### src/rtl/y86_pkg.sv
// rtl/y86_pkg.sv - shared constants and types for the Y86 stage sequencer
// Purpose: icode constants, processor status codes and the sequencer state encoding.
// Ports: none (package).
package y86_pkg;

  localparam logic [3:0] I_HALT   = 4'h0;
  localparam logic [3:0] I_NOP    = 4'h1;
  localparam logic [3:0] I_RRMOVL = 4'h2;
  localparam logic [3:0] I_IRMOVL = 4'h3;
  localparam logic [3:0] I_RMMOVL = 4'h4;
  localparam logic [3:0] I_MRMOVL = 4'h5;
  localparam logic [3:0] I_OPL    = 4'h6;
  localparam logic [3:0] I_JXX    = 4'h7;
  localparam logic [3:0] I_CALL   = 4'h8;
  localparam logic [3:0] I_RET    = 4'h9;
  localparam logic [3:0] I_PUSHL  = 4'hA;
  localparam logic [3:0] I_POPL   = 4'hB;

  localparam logic [2:0] STAT_AOK = 3'd1;
  localparam logic [2:0] STAT_HLT = 3'd2;
  localparam logic [2:0] STAT_ADR = 3'd3;
  localparam logic [2:0] STAT_INS = 3'd4;

  typedef enum logic [3:0] {
    S_IDLE,
    S_FETCH,
    S_DECODE,
    S_EXECUTE,
    S_MEMORY,
    S_WRBACK,
    S_PCUPD,
    S_HALTED,
    S_ERROR
  } state_e;

endpackage

### src/rtl/y86_seq_ctrl_if.sv
// rtl/y86_seq_ctrl_if.sv - sequencer <-> datapath/memory signal bundle
// Purpose: groups the control inputs, stage enables, memory handshake and status.
// Modports: master = sequencer (drives enables/status), slave = datapath side.
interface y86_seq_ctrl_if #(
  parameter int CNT_W = 32
) ();

  logic             run;
  logic [3:0]       icode;
  logic             mem_ready;
  logic             mem_error;
  logic             ld_ir;
  logic             ld_src;
  logic             ld_valE;
  logic             set_cc;
  logic             ld_valM;
  logic             rf_we;
  logic             ld_pc;
  logic             mem_req;
  logic             mem_wr;
  logic [2:0]       stat;
  logic             busy;
  logic [CNT_W-1:0] instr_count;

  modport master (
    input  run, icode, mem_ready, mem_error,
    output ld_ir, ld_src, ld_valE, set_cc, ld_valM, rf_we, ld_pc,
           mem_req, mem_wr, stat, busy, instr_count
  );

  modport slave (
    output run, icode, mem_ready, mem_error,
    input  ld_ir, ld_src, ld_valE, set_cc, ld_valM, rf_we, ld_pc,
           mem_req, mem_wr, stat, busy, instr_count
  );

endinterface

### src/rtl/y86_icode_class.sv
// rtl/y86_icode_class.sv - combinational icode classifier
// Purpose: tells the sequencer which stages and memory direction an instruction needs.
// Ports: icode_i (4) in; valid_o, needs_mem_o, mem_rd_o, mem_wr_o, writes_reg_o, sets_cc_o out.
module y86_icode_class
  import y86_pkg::*;
(
  input  logic [3:0] icode_i,
  output logic       valid_o,
  output logic       needs_mem_o,
  output logic       mem_rd_o,
  output logic       mem_wr_o,
  output logic       writes_reg_o,
  output logic       sets_cc_o
);

  always_comb begin
    valid_o      = (icode_i <= I_POPL);
    mem_rd_o     = (icode_i == I_MRMOVL) || (icode_i == I_RET) || (icode_i == I_POPL);
    mem_wr_o     = (icode_i == I_RMMOVL) || (icode_i == I_CALL) || (icode_i == I_PUSHL);
    needs_mem_o  = mem_rd_o || mem_wr_o;
    writes_reg_o = (icode_i == I_RRMOVL) || (icode_i == I_IRMOVL) ||
                   (icode_i == I_MRMOVL) || (icode_i == I_OPL)    ||
                   (icode_i == I_CALL)   || (icode_i == I_RET)    ||
                   (icode_i == I_PUSHL)  || (icode_i == I_POPL);
    sets_cc_o    = (icode_i == I_OPL);
  end

endmodule

### src/rtl/y86_seq_ctrl.sv
// rtl/y86_seq_ctrl.sv - multicycle stage sequencer for the simple Y86 datapath
// Purpose: steps FETCH/DECODE/EXECUTE/MEMORY/WRBACK/PCUPD, drives per-stage load enables,
//   owns the memory request handshake, processor status and retired-instruction count.
// Ports: clk, reset (async, active-high); bus (y86_seq_ctrl_if.master) carrying run, icode,
//   mem_ready, mem_error in and ld_ir..ld_pc, mem_req, mem_wr, stat, busy, instr_count out.
// Option: MEM_TIMEOUT_EN adds a per-request wait counter that errors out after TIMEOUT waits.
module y86_seq_ctrl
  import y86_pkg::*;
#(
  parameter int CNT_W   = 32,
  parameter int TIMEOUT = 255
) (
  input  logic            clk,
  input  logic            reset,
  y86_seq_ctrl_if.master  bus
);

  state_e           state_q, state_d;
  logic [2:0]       stat_q, stat_d;
  logic [CNT_W-1:0] cnt_q, cnt_d;

  logic valid, needs_mem, mem_rd, mem_wr_cls, writes_reg, sets_cc;
  logic ld_ir, ld_src, ld_valE, set_cc, ld_valM, rf_we, ld_pc, mem_req, mem_wr;

  y86_icode_class u_class (
    .icode_i      (bus.icode),
    .valid_o      (valid),
    .needs_mem_o  (needs_mem),
    .mem_rd_o     (mem_rd),
    .mem_wr_o     (mem_wr_cls),
    .writes_reg_o (writes_reg),
    .sets_cc_o    (sets_cc)
  );

`ifdef MEM_TIMEOUT_EN
  localparam int WAIT_W = $clog2(TIMEOUT + 1);
  logic [WAIT_W-1:0] wait_q, wait_d;
  logic              mem_wait;
`endif

  always_comb begin
    state_d = state_q;
    stat_d  = stat_q;
    cnt_d   = cnt_q;
    ld_ir   = 1'b0;
    ld_src  = 1'b0;
    ld_valE = 1'b0;
    set_cc  = 1'b0;
    ld_valM = 1'b0;
    rf_we   = 1'b0;
    ld_pc   = 1'b0;
    mem_req = 1'b0;
    mem_wr  = 1'b0;
    case (state_q)
      S_IDLE: if (bus.run) state_d = S_FETCH;
      S_FETCH: begin
        mem_req = 1'b1;
        // A bad address overrides a same-cycle completion.
        if (bus.mem_error) begin
          state_d = S_ERROR;
          stat_d  = STAT_ADR;
        end else if (bus.mem_ready) begin
          ld_ir   = 1'b1;
          state_d = S_DECODE;
        end
      end
      S_DECODE: begin
        ld_src = 1'b1;
        if (bus.icode == I_HALT) begin
          state_d = S_HALTED;
          stat_d  = STAT_HLT;
        end else if (!valid) begin
          state_d = S_ERROR;
          stat_d  = STAT_INS;
        end else begin
          state_d = S_EXECUTE;
        end
      end
      S_EXECUTE: begin
        ld_valE = 1'b1;
        set_cc  = sets_cc;
        if (needs_mem)       state_d = S_MEMORY;
        else if (writes_reg) state_d = S_WRBACK;
        else                 state_d = S_PCUPD;
      end
      S_MEMORY: begin
        mem_req = 1'b1;
        mem_wr  = mem_wr_cls;
        if (bus.mem_error) begin
          state_d = S_ERROR;
          stat_d  = STAT_ADR;
        end else if (bus.mem_ready) begin
          ld_valM = mem_rd;
          state_d = writes_reg ? S_WRBACK : S_PCUPD;
        end
      end
      S_WRBACK: begin
        rf_we   = 1'b1;
        state_d = S_PCUPD;
      end
      S_PCUPD: begin
        ld_pc   = 1'b1;
        cnt_d   = cnt_q + CNT_W'(1);
        state_d = bus.run ? S_FETCH : S_IDLE;
      end
      default: ;  // HALTED / ERROR are terminal until reset
    endcase

`ifdef MEM_TIMEOUT_EN
    // Counter only runs while a request is outstanding, so it restarts at zero for each
    // request (every request is preceded by a non-request state).
    mem_wait = mem_req && !bus.mem_ready && !bus.mem_error;
    wait_d   = '0;
    if (mem_wait) begin
      if (wait_q == WAIT_W'(TIMEOUT - 1)) begin
        state_d = S_ERROR;
        stat_d  = STAT_ADR;
      end else begin
        wait_d = wait_q + WAIT_W'(1);
      end
    end
`endif
  end

  always_ff @(posedge clk or posedge reset) begin
    if (reset) begin
      state_q <= S_IDLE;
      stat_q  <= STAT_AOK;
      cnt_q   <= '0;
    end else begin
      state_q <= state_d;
      stat_q  <= stat_d;
      cnt_q   <= cnt_d;
    end
  end

`ifdef MEM_TIMEOUT_EN
  always_ff @(posedge clk or posedge reset) begin
    if (reset) wait_q <= '0;
    else       wait_q <= wait_d;
  end
`endif

  assign bus.ld_ir       = ld_ir;
  assign bus.ld_src      = ld_src;
  assign bus.ld_valE     = ld_valE;
  assign bus.set_cc      = set_cc;
  assign bus.ld_valM     = ld_valM;
  assign bus.rf_we       = rf_we;
  assign bus.ld_pc       = ld_pc;
  assign bus.mem_req     = mem_req;
  assign bus.mem_wr      = mem_wr;
  assign bus.stat        = stat_q;
  assign bus.busy        = (state_q != S_IDLE) && (state_q != S_HALTED) && (state_q != S_ERROR);
  assign bus.instr_count = cnt_q;

endmodule

### src/flat_wrapper.sv
// flat-port wrapper written by rule: the top's interface ports become plain ports
module y86_seq_ctrl_flat import y86_pkg::*;
#(
  parameter int CNT_W   = 32,
  parameter int TIMEOUT = 255
)
  (clk, reset, bus_run, bus_icode, bus_mem_ready, bus_mem_error, bus_ld_ir, bus_ld_src, bus_ld_valE, bus_set_cc, bus_ld_valM, bus_rf_we, bus_ld_pc, bus_mem_req, bus_mem_wr, bus_stat, bus_busy, bus_instr_count);
  y86_seq_ctrl_if #(.CNT_W(CNT_W)) bus_i ();
  input  logic clk;
  input  logic reset;
  input wire logic [$bits(bus_i.run)-1:0] bus_run;
  input wire logic [$bits(bus_i.icode)-1:0] bus_icode;
  input wire logic [$bits(bus_i.mem_ready)-1:0] bus_mem_ready;
  input wire logic [$bits(bus_i.mem_error)-1:0] bus_mem_error;
  output wire logic [$bits(bus_i.ld_ir)-1:0] bus_ld_ir;
  output wire logic [$bits(bus_i.ld_src)-1:0] bus_ld_src;
  output wire logic [$bits(bus_i.ld_valE)-1:0] bus_ld_valE;
  output wire logic [$bits(bus_i.set_cc)-1:0] bus_set_cc;
  output wire logic [$bits(bus_i.ld_valM)-1:0] bus_ld_valM;
  output wire logic [$bits(bus_i.rf_we)-1:0] bus_rf_we;
  output wire logic [$bits(bus_i.ld_pc)-1:0] bus_ld_pc;
  output wire logic [$bits(bus_i.mem_req)-1:0] bus_mem_req;
  output wire logic [$bits(bus_i.mem_wr)-1:0] bus_mem_wr;
  output wire logic [$bits(bus_i.stat)-1:0] bus_stat;
  output wire logic [$bits(bus_i.busy)-1:0] bus_busy;
  output wire logic [$bits(bus_i.instr_count)-1:0] bus_instr_count;
  assign bus_i.run = bus_run;
  assign bus_i.icode = bus_icode;
  assign bus_i.mem_ready = bus_mem_ready;
  assign bus_i.mem_error = bus_mem_error;
  assign bus_ld_ir = bus_i.ld_ir;
  assign bus_ld_src = bus_i.ld_src;
  assign bus_ld_valE = bus_i.ld_valE;
  assign bus_set_cc = bus_i.set_cc;
  assign bus_ld_valM = bus_i.ld_valM;
  assign bus_rf_we = bus_i.rf_we;
  assign bus_ld_pc = bus_i.ld_pc;
  assign bus_mem_req = bus_i.mem_req;
  assign bus_mem_wr = bus_i.mem_wr;
  assign bus_stat = bus_i.stat;
  assign bus_busy = bus_i.busy;
  assign bus_instr_count = bus_i.instr_count;
  y86_seq_ctrl #(.CNT_W(CNT_W), .TIMEOUT(TIMEOUT)) u_core (.clk(clk), .reset(reset), .bus(bus_i));
endmodule
### config.mk
export PLATFORM = sky130hd
export DESIGN_NAME = y86_seq_ctrl_flat
export DESIGN_NICKNAME = d
export VERILOG_FILES = /design/src/rtl/y86_pkg.sv /design/src/rtl/y86_seq_ctrl_if.sv /design/src/rtl/y86_icode_class.sv /design/src/rtl/y86_seq_ctrl.sv /design/src/flat_wrapper.sv
export SDC_FILE = /design/constraint.sdc
export NUM_CORES = 1
export LEC_CHECK = 0
export ABC_AREA = 1
export BUFFER_PORTS_ARGS = -buffer_cell sky130_fd_sc_hd__buf_2
export CAP_MARGIN = 20
export CORE_UTILIZATION = 55
export DETAILED_ROUTE_END_ITERATION = 16
export GPL_ROUTABILITY_DRIVEN = 0
export PLACE_DENSITY = 0.9
export SYNTH_ARGS = -nofsm -noshare
export SYNTH_HDL_FRONTEND = slang
export SYNTH_SLANG_ARGS = --single-unit
### constraint.sdc
create_clock -name clk -period 3.7 [get_ports clk]
set_input_delay 0.185 -clock clk [delete_from_list [all_inputs] [get_ports clk]]
set_output_delay 0.185 -clock clk [all_outputs]
set_load 0.02 [all_outputs]
==> results of run 1 <==
area by class of cell:
class	count	share of cell area, %
timing repair buffer	54	8.89
sequential	39	31.8
clock buffer	8	3.26
inverter	47	5.83
multi-input combinational	316	48.1
tap	52	2.12
stage by stage:
stage / setup slack, ns / util, % / area, um^2 / instances
after floorplan: 2.06 / - / 2660 / 406
after global placement: 1.99 / 65.9 / 2970 / 508
after detailed placement: 1.90 / 65.9 / 2970 / 508
after CTS: 1.88 / 68.1 / 3070 / 516
after global routing: 1.69 / 68.1 / 3070 / 516
final: 1.86 / 68.1 / 3070 / 516
state kept, by name (all words and copies together) (netlist names):
register and count:
u_core.bus.stat 3, u_core.state_q 4, u_core.bus.instr_count 32
power by group:
group	switching, uW	total [uW]	leakage (uW)	internal, uW
combinational	29.3	41.2	0.00105	11.9
clock	149	320	0.0000515	170
sequential	4.12	433	0.000527	429
critical path, stage by stage (launching register included):
cell	delay, ns
dfrtp_1	0.40
inv_1	0.10
nand2_1	0.11
nor2_4	0.47
buf_2	0.27
layer usage:
metal | GRT usage [%] | part of all wire (%) | routed length [um]
met4 | 8.28 | 1.5 | 94
met2 | 49.4 | 50 | 3240
met5 | 0 | 0 | 0
met3 | 5.63 | 5.9 | 380
met1 | 32.4 | 42 | 2710
worst max path at each step:
stage,start,end,slack [ns],cells past startpoint
6_report,u_core.state_q[3],bus_ld_pc,1.86,4
5_1_grt,u_core.state_q[0],u_core.bus.instr_count[22],1.69,8
4_1_cts,u_core.state_q[3],bus_ld_pc,1.88,4
3_5_place_dp,u_core.state_q[3],u_core.bus.instr_count[22],1.90,8
3_3_place_gp,u_core.state_q[3],u_core.bus.instr_count[22],1.99,8
2_1_floorplan,u_core.state_q[0],bus_ld_valM,2.06,4
synthesized netlist by cell type, drive strengths merged:
cell	number
dfstp	1
nand3b	1
dfrtp	38
ha	1
a21oi	3
nand3	27
nor4	1
inv	47
o211ai	1
o21a	1
a22oi	1
nand2	168
o21ai	4
buf	4
xnor2	4
nand4	7
nor2	78
xor2	11
nor3	8
cells by family after synthesis:
| family | count (synthesis) |
|---|---|
| AOI/OAI and AO/OA | 10 |
| buffers and inverters | 51 |
| and+or+nand+nor | 290 |
| xor gates and xnor gates | 15 |
| DFF | 39 |
| adders and majority gates | 1 |
==> impl_metrics.py, run 1 <==
metrics = {
    "synthesis": {
        "yosysUniqueCellTypes": 30,
        "synth_area_um2": 2660,
        "avgSynthCellArea_um2": 6.56,
        "synth-simple-area-share_pct": 47.7,
        "synthMuxAreaShare_pct": 0,
        "synth_top_area_cell": "dfrtp_1",
        "yosys.area.top_type_share_pct": 35.7,
        "synth_top_family_by_area": "simple AND/OR/NAND/NOR gates",
        "netlist_instances": 406,
        "synth_area_leaders": "dfrtp_1 (36%), nand2_1 (23%), nor2_1 (9.3%)",
        "synthXorXnorAreaFrac_pct": 4.93,
        "synth_fa_ha_area_share_pct": 0.470,
        "ys_seq_area_share_pct": 36.7,
        "synth_nets": 416,
        "synth_seq_cells": 39,
        "synth_warnings": 0,
        "synth_compound_area_share_pct": 2.30,
    },
    "timing": {
        "finalSetupViolCount": 0,
        "hold-worst-slack_ns": -0.0104,
        "clock.fmax_mhz": 545,
        "grt_setup_unrepaired": "no",
        "setup_tns_ns": 0,
        "finClkSkew_ns": 0.00426,
        "min_period_ns": 1.84,
        "hold_viol_final": 8,
        "maxSlewViolCount": 0,
        "post-route-period-util_pct": 49.6,
        "worst_pin_slew_ns": 0.545,
        "maxSlewHeadroom_pct": 63.6,
    },
    "clock_network": {
        "clock-sinks": 39,
        "postCtsSetupBuffers": 0,
        "holdBufCountCts": 0,
        "clk_pin_slew_ns": 0.08,
        "numCtsBuffers": 5,
        "root_buffer": "clkbuf_8",
        "clk_latency_ns": 0.29,
        "cts_tree": "built",
        "h-tree-depth": 2,
        "clk_path_buf_depth": 2,
        "cts_resized": 0,
    },
    "floorplanning": {
        "die_h_um": 71.6,
        "start_util_pct": 59.1,
        "die_w_um": 71.6,
        "num_rows": 24,
        "dieArea_um2": 5130,
        "top_level_ports": 54,
        "core-area_um2": 4500,
    },
    "cells_and_area": {
        "n_antenna_cell": 0,
        "fill_cells": 398,
        "multi_input_area_um2": 1480,
        "final_cell_mix": "nand2_1 (160), nor2_1 (66), buf_2 (53)",
        "drive_gt1_share_pct": 19.2,
        "final_common_cell": "nand2_1",
        "nets": 473,
        "synthToLayoutAreaGrowth_pct": 15.2,
        "ff_latch_area_um2": 977,
    },
    "route": {
        "drt_pass1_iterations": 5,
        "wl_per_cell_um": 12.5,
        "routed_via_density": 5.31,
        "drc": 0,
        "wl_mm": 6.43,
        "vias": 2738,
        "ant_nets": 0,
        "drt-initial-drc-count": 265,
    },
    "global_routing": {
        "grt_pass1_wl_mm": 11.1,
        "grt_antenna_before_repair": 0,
        "grt_util_all_layers_pct": 27.2,
        "grt-ovfl-total": 0,
        "first_global_vias": 2620,
        "grt_max_degree": 40,
    },
    "worst_setup_path": {
        "r2r_cells": 8,
        "r2r_slack_ns": 1.87,
        "worstPathArrival_ns": 1.65,
        "r2r_end": "u_core.bus.instr_count[22]",
        "worst-endpoint-required_ns": 3.51,
        "path_max_fanout": 20,
        "startpoint_type": "flip-flop",
        "endpoint_kind": "output port",
        "worstSetupPathType": "reg2out",
        "timing.rr.start": "u_core.state_q[3]",
    },
    "status": {
        "outcome": "finished, violations left",
        "violations": "negative hold slack",
    },
    "power": {
        "irDropWorstVdd_mv": 0.149,
        "power.density_nw_per_um2": 259,
        "p_leak_uw": 0.00163,
        "power_uw": 794,
    },
    "hold_path": {
        "hold_path_class": "in2async",
    },
    "placement": {
        "post-dp-hpwl_mm": 4.83,
        "io_buffers": 53,
    },
    "job": {
        "maxCapViolations": 0,
    },
}
(Power assumes the default switching activity.)
==> run 2, diff against run 1 <==
Settings changed: ABC_AREA 1 to 0, CORE_UTILIZATION 55 to 53, PLACE_DENSITY 0.9 to 0.89.
Clock period 3.7 ns to 1.9 ns, I/O delays scaled along.
==> run 2 against run 1 <==
The flow now finishes without violations. Register-to-register slack lost 1.7 ns. First-iteration DRC count decreased by 51%. Routed wire length decreased by 24%. Final cell count shrank 35%. Die area down 12%. Synthesized cell count is 45% lower. Final area down 11%. Core utilization shrank 0.65 points. Critical endpoint is now bus_ld_valM.
==> impl_metrics.py, run 2 <==
metrics = {
    "status": {
        "outcome": "finished clean",
    },
    "synthesis": {
        "synth-simple-area-share_pct": 31.3,
        "post-synth-top-count-cell": "dfrtp_1",
        "synth_edf_count": 0,
        "synth_nets": 235,
        "synth_seq_cells": 39,
        "synth_area_um2": 2250,
        "ys_seq_area_share_pct": 43.4,
        "synth_area_leaders": "dfrtp_1 (42%), xnor2_1 (10%), nand4_1 (4.2%)",
        "synth_top_area_cell": "dfrtp_1",
        "ys_top_cells_by_count": "dfrtp_1 (38), xnor2_1 (27), nand2_1 (17), nand4_1 (15), nor2_1 (14)",
        "avgSynthCellArea_um2": 10.0,
        "async_reset_ff_share_pct": 100,
        "synth-main-ff-cell": "dfrtp_1",
        "synth_fa_ha_area_share_pct": 0.555,
        "yosys.area.top_type_share_pct": 42.2,
        "netlist_instances": 225,
        "synth_top_family_by_area": "simple AND/OR/NAND/NOR gates",
        "synth_compound_area_share_pct": 8.00,
        "synthMuxAreaShare_pct": 0,
        "synthXorXnorAreaFrac_pct": 12.4,
        "yosysUniqueCellTypes": 51,
        "synth_warnings": 0,
    },
    "route": {
        "routed_via_density": 5.76,
        "ant_nets": 0,
        "drt-initial-drc-count": 129,
        "vias": 1925,
        "wl_mm": 4.91,
        "drc": 0,
        "drt_pass1_iterations": 4,
        "wl_per_cell_um": 14.7,
    },
    "floorplanning": {
        "dieArea_um2": 4520,
        "die_w_um": 67.2,
        "start_util_pct": 55.9,
        "num_rows": 23,
        "core-area_um2": 4030,
        "top_level_ports": 54,
        "die_h_um": 67.2,
    },
    "timing": {
        "maxSlewViolCount": 0,
        "worst_pin_slew_ns": 0.480,
        "finalSetupViolCount": 0,
        "fin_ws_ns": 0.0652,
        "grt_setup_unrepaired": "no",
        "clock.fmax_mhz": 545,
        "post-route-period-util_pct": 96.6,
        "hold_viol_final": 0,
        "finClkSkew_ns": 0.0121,
        "setup_tns_ns": 0,
        "maxSlewHeadroom_pct": 67.8,
        "min_period_ns": 1.83,
    },
    "cells_and_area": {
        "utilization_pct": 67.5,
        "finalInstanceArea_um2": 2720,
        "n_antenna_cell": 0,
        "nets": 293,
        "fill_cells": 308,
        "fin_cells": 334,
        "final_common_cell": "buf_2",
        "synthToLayoutAreaGrowth_pct": 20.7,
        "drive_gt1_share_pct": 31.0,
        "final_cell_mix": "buf_2 (53), dfrtp_1 (35), xnor2_1 (27)",
        "largest_reg_flops": 32,
    },
    "job": {
        "maxCapViolations": 0,
    },
    "placement": {
        "placed_area_um2": 2570,
        "post-dp-hpwl_mm": 3.62,
        "io_buffers": 53,
        "dp_cells": 324,
        "pre_cts_ws_ns": 0.164,
    },
    "worst_setup_path": {
        "r2r_cells": 4,
        "worstSetupPathType": "reg2out",
        "r2r_slack_ns": 0.17,
        "worstPathArrival_ns": 1.74,
        "timing.rr.start": "u_core.state_q[3]",
        "r2r_end": "u_core.bus.instr_count[22]",
        "path_max_fanout": 5,
        "startpoint_type": "flip-flop",
        "worst-endpoint-required_ns": 1.80,
        "endpoint_kind": "output port",
    },
    "hold_path": {
        "min_path_cells": 4,
        "hold_path_class": "in2reg",
        "min_to": "u_core.state_q[0]",
        "holdCritStartpoint": "bus_run",
    },
    "power": {
        "p_leak_uw": 0.00136,
        "power.density_nw_per_um2": 766,
        "irDropWorstVdd_mv": 0.559,
    },
    "global_routing": {
        "grt_pass1_wl_mm": 8.20,
        "grtUsageMet3_pct": 4.56,
        "grt_max_degree": 40,
        "grt-ovfl-total": 0,
        "first_global_vias": 1824,
        "use_met1_pct": 30.6,
        "grt_use_met2_pct": 39.5,
        "grt_antenna_before_repair": 0,
        "top_usage_layer": "met2",
        "grt_util_all_layers_pct": 23.9,
    },
    "clock_network": {
        "h-tree-depth": 2,
        "clock-sinks": 39,
        "root_buffer": "clkbuf_8",
        "cts_tree": "built",
        "numCtsBuffers": 5,
        "clk_path_buf_depth": 2,
        "clk_latency_ns": 0.29,
        "clk_pin_slew_ns": 0.07,
    },
}
==> run 2: kinds of logic (layout without fill, tap and decap cells) <==
logic type                 Yosys count  in the layout
adders and majority gates            1              1
buffers and inverters               19             78
and+or+nand+nor                    106            106
xor gates and xnor gates            32             32
DFF                                 39             39
AOI/OAI and AO/OA                   28             28
==> run 2: how the worst max path moves through the flow <==
stage | slack (ns) | to | depth (start not counted) | from
6_report | 0.07 | bus_ld_valM | 4 | u_core.state_q[0]
5_1_grt | 0.007 | bus_ld_valM | 4 | u_core.state_q[0]
4_1_cts | 0.01 | bus_ld_valM | 4 | u_core.state_q[0]
2_1_floorplan | 0.10 | bus_set_cc | 4 | u_core.state_q[1]
3_3_place_gp | 0.23 | bus_ld_valM | 4 | u_core.state_q[1]
3_5_place_dp | 0.16 | u_core.bus.instr_count[22] | 4 | u_core.state_q[3]
==> run 2: repair_timing <==
action                                 in CTS  in global routing
buffers inserted                            1                  0
pin swaps                                   0                  1
resized for setup                           3                  2
endpoints found under the hold margin      38                  0
hold buffers                                1                  0
setup endpoints to repair                   1                  1
==> run 2: metrics by stage <==
stage	power, uW	hold slack [ns]
after floorplan	1260	0.279
after global placement	1370	0.226
after detailed placement	1380	0.238
after CTS	2090	0.204
after global routing	2190	0.238
final	2080	0.217
==> run 2: worst max-delay path, cell delays in order (launching register included) <==
cell,delay (ns)
dfrtp_1,0.42
or4b_4,0.58
nor2_4,0.12
and4b_1,0.18
buf_2,0.16
==> run 2: layout make-up <==
cell class | instances | area [um^2] | share of cell area (%)
Multi-Input combinational cell | 167 | 1190 | 43.9
Sequential cell | 39 | 981 | 36.1
Timing Repair Buffer | 62 | 335 | 12.3
Clock buffer | 6 | 82.6 | 3.04
Tap cell | 50 | 62.6 | 2.30
Clock inverter | 2 | 35.0 | 1.29
Inverter | 8 | 30.0 | 1.10
==> run 2: layer usage <==
layer | vias to the layer above | wire (um)
li1 | 930 | -
met1 | 920 | 2110
met5 | - | 0
met3 | 8 | 272
met2 | 67 | 2460
met4 | 0 | 68
==> run 2: power breakdown <==
part,total (uW),internal (uW),switching (uW)
Combinational,449,183,265
Clock,705,425,281
Sequential,928,879,49.6
==> run 3, diff against run 2 <==
==> constraint.sdc (replaced) <==
create_clock -name clk -period 1.9 [get_ports clk]
set_input_delay 0.57 -clock clk [delete_from_list [all_inputs] [get_ports clk]]
set_output_delay 0.57 -clock clk [all_outputs]
set_load 0.02 [all_outputs]
==> run 3 against run 2 <==
The run now ends with negative setup slack left. Combinational power grew 100%. Die area unchanged. First-iteration DRC count grew 40%. Count of clock-buffer cells in the layout rose by 1. Largest cell class unchanged. Core utilization increased by 12 points. Routed wire length is 37% higher. Highest routed layer unchanged. Maximum frequency is 20% lower. Via count up 15%. Largest power group is now combinational cells. Global-route usage increased by 5.8 points.
==> impl_metrics.py, run 3 (same netlist as run 2, synthesis figures left out) <==
metrics = {
    "timing": {
        "grt_setup_unrepaired": "yes",
        "maxSlewHeadroom_pct": 67.5,
        "finClkSkew_ns": 0.00451,
        "worst_pin_slew_ns": 0.484,
        "fin_ws_ns": -0.396,
        "hold_viol_final": 0,
        "min_period_ns": 2.30,
        "maxSlewViolCount": 0,
        "setup_tns_ns": -1.69,
        "post-route-period-util_pct": 121,
        "clock.fmax_mhz": 436,
        "finalSetupViolCount": 12,
    },
    "worst_setup_path": {
        "endpoint_kind": "output port",
        "worst-endpoint-required_ns": 1.33,
        "r2r_slack_ns": -0.11,
        "timing.rr.start": "u_core.state_q[3]",
        "max_stage_delay_ns": 0.56,
        "worstSetupPathType": "reg2out",
        "crit_path_start": "u_core.state_q[0]",
        "worstPathArrival_ns": 1.73,
        "cp-endpoint": "bus_ld_valM",
        "r2r_end": "u_core.bus.instr_count[2]",
        "path_cells": "or4b_4 > nor2_4 > and4b_2 > buf_6",
        "slowest_stage": "or4b_4",
        "path_max_fanout": 2,
        "r2r_cells": 13,
        "startpoint_type": "flip-flop",
    },
    "power": {
        "power.density_nw_per_um2": 763,
        "p_leak_uw": 0.00164,
        "irDropWorstVdd_mv": 0.596,
    },
    "floorplanning": {
        "die_w_um": 67.2,
        "die_h_um": 67.2,
        "dieArea_um2": 4520,
        "num_rows": 23,
        "start_util_pct": 55.9,
        "top_level_ports": 54,
        "core-area_um2": 4030,
    },
    "global_routing": {
        "grt_antenna_before_repair": 0,
        "grt_util_all_layers_pct": 29.7,
        "grt_max_degree": 40,
        "first_global_vias": 1999,
        "grt-ovfl-total": 0,
        "grt_pass1_wl_mm": 9.72,
    },
    "route": {
        "routed_via_density": 5.97,
        "drt-initial-drc-count": 180,
        "vias": 2220,
        "drc": 0,
        "wl_per_cell_um": 18.1,
        "ant_nets": 0,
        "drt_pass1_iterations": 5,
        "wl_mm": 6.73,
    },
    "clock_network": {
        "root_buffer": "clkbuf_8",
        "holdBufCountCts": 0,
        "clk_latency_ns": 0.29,
        "clk_path_buf_depth": 2,
        "clk_pin_slew_ns": 0.07,
        "h-tree-depth": 2,
        "cts_tree": "built",
        "clock-sinks": 39,
        "numCtsBuffers": 5,
    },
    "job": {
        "maxCapViolations": 0,
    },
    "cells_and_area": {
        "largest_reg_flops": 32,
        "nets": 331,
        "n_antenna_cell": 0,
        "utilization_pct": 79.7,
        "synthToLayoutAreaGrowth_pct": 42.5,
        "final_common_cell": "buf_2",
        "drive_gt1_share_pct": 44.1,
        "final_cell_mix": "buf_2 (44), buf_4 (40), dfrtp_1 (38)",
    },
    "placement": {
        "post-dp-hpwl_mm": 3.75,
        "io_buffers": 53,
    },
    "hold_path": {
        "hold_path_class": "in2async",
    },
    "status": {
        "violations": "negative setup slack",
        "outcome": "finished, violations left",
    },
}
run 3: cell types whose count changed in the layout (fill, tap and decap cells not counted), moves of 4 or more:
cell,change
buf_4,+32
xnor2_1,-4
buf_6,+14
xnor2_2,+4
buf_2,-9
run 3: what timing repair did:
action                     CTS  global route
setup buffers               22             8
hold endpoints to repair     0             0
resized for setup           32            18
cloned                       0             1
setup endpoints to repair   10            24
pin swaps                   11             8
run 3: final cells by class:
| cell class | instances | area, um^2 |
|---|---|---|
| clock buffers | 7 | 96.3 |
| inverters | 8 | 30.0 |
| well taps | 50 | 62.6 |
| repair buffers | 100 | 723 |
| multi-input cells | 167 | 1320 |
| flip-flops and latches | 39 | 977 |
| fillers | 229 | 817 |
| clock inverters | 1 | 7.51 |
run 3: routing by layer:
layer	routed length, um	track usage, %	share of wire (%)	vias to the layer above
li1	-	-	-	999
met1	2580	34.9	38	1083
met2	3550	51.4	53	111
met3	344	5.57	5.1	27
met4	258	15.2	3.8	0
met5	0	0	0	-
run 3: power by group:
part,internal (uW),switching [uW],total (uW)
sequential,876,31.7,908
clock,330,294,624
combinational,459,461,920
run 3: worst max-delay path, delay by kind of cell (launching register included):
family	cells	cell delay, ns
buffers and inverters	1	0.12
and+or+nand+nor	3	0.93
DFF	1	0.39
run 3: how the worst min path moves through the flow:
stage	startpoint	endpoint	slack, ns	cells past startpoint
floorplan	u_core.bus.instr_count[31]	u_core.bus.instr_count[31]	0.58	1
global placement	u_core.bus.instr_count[31]	u_core.bus.instr_count[31]	0.46	1
detailed placement	u_core.bus.instr_count[31]	u_core.bus.instr_count[31]	0.46	1
CTS	reset	u_core.bus.instr_count[29]	0.39	3
global route	reset	u_core.bus.instr_count[29]	0.43	3
finish	reset	u_core.bus.instr_count[27]	0.37	3
run 3: stage by stage:
step,hold WS [ns],setup slack (ns),instance area (um^2),cells,total power [uW]
floorplan,0.582,-0.137,2280,225,1270
global placement,0.456,-0.0632,2680,335,1410
detailed placement,0.460,-0.0734,2680,335,1430
CTS,0.386,-0.341,3070,365,2260
global route,0.426,-0.442,3210,372,2550
finish,0.367,-0.396,3210,372,2450
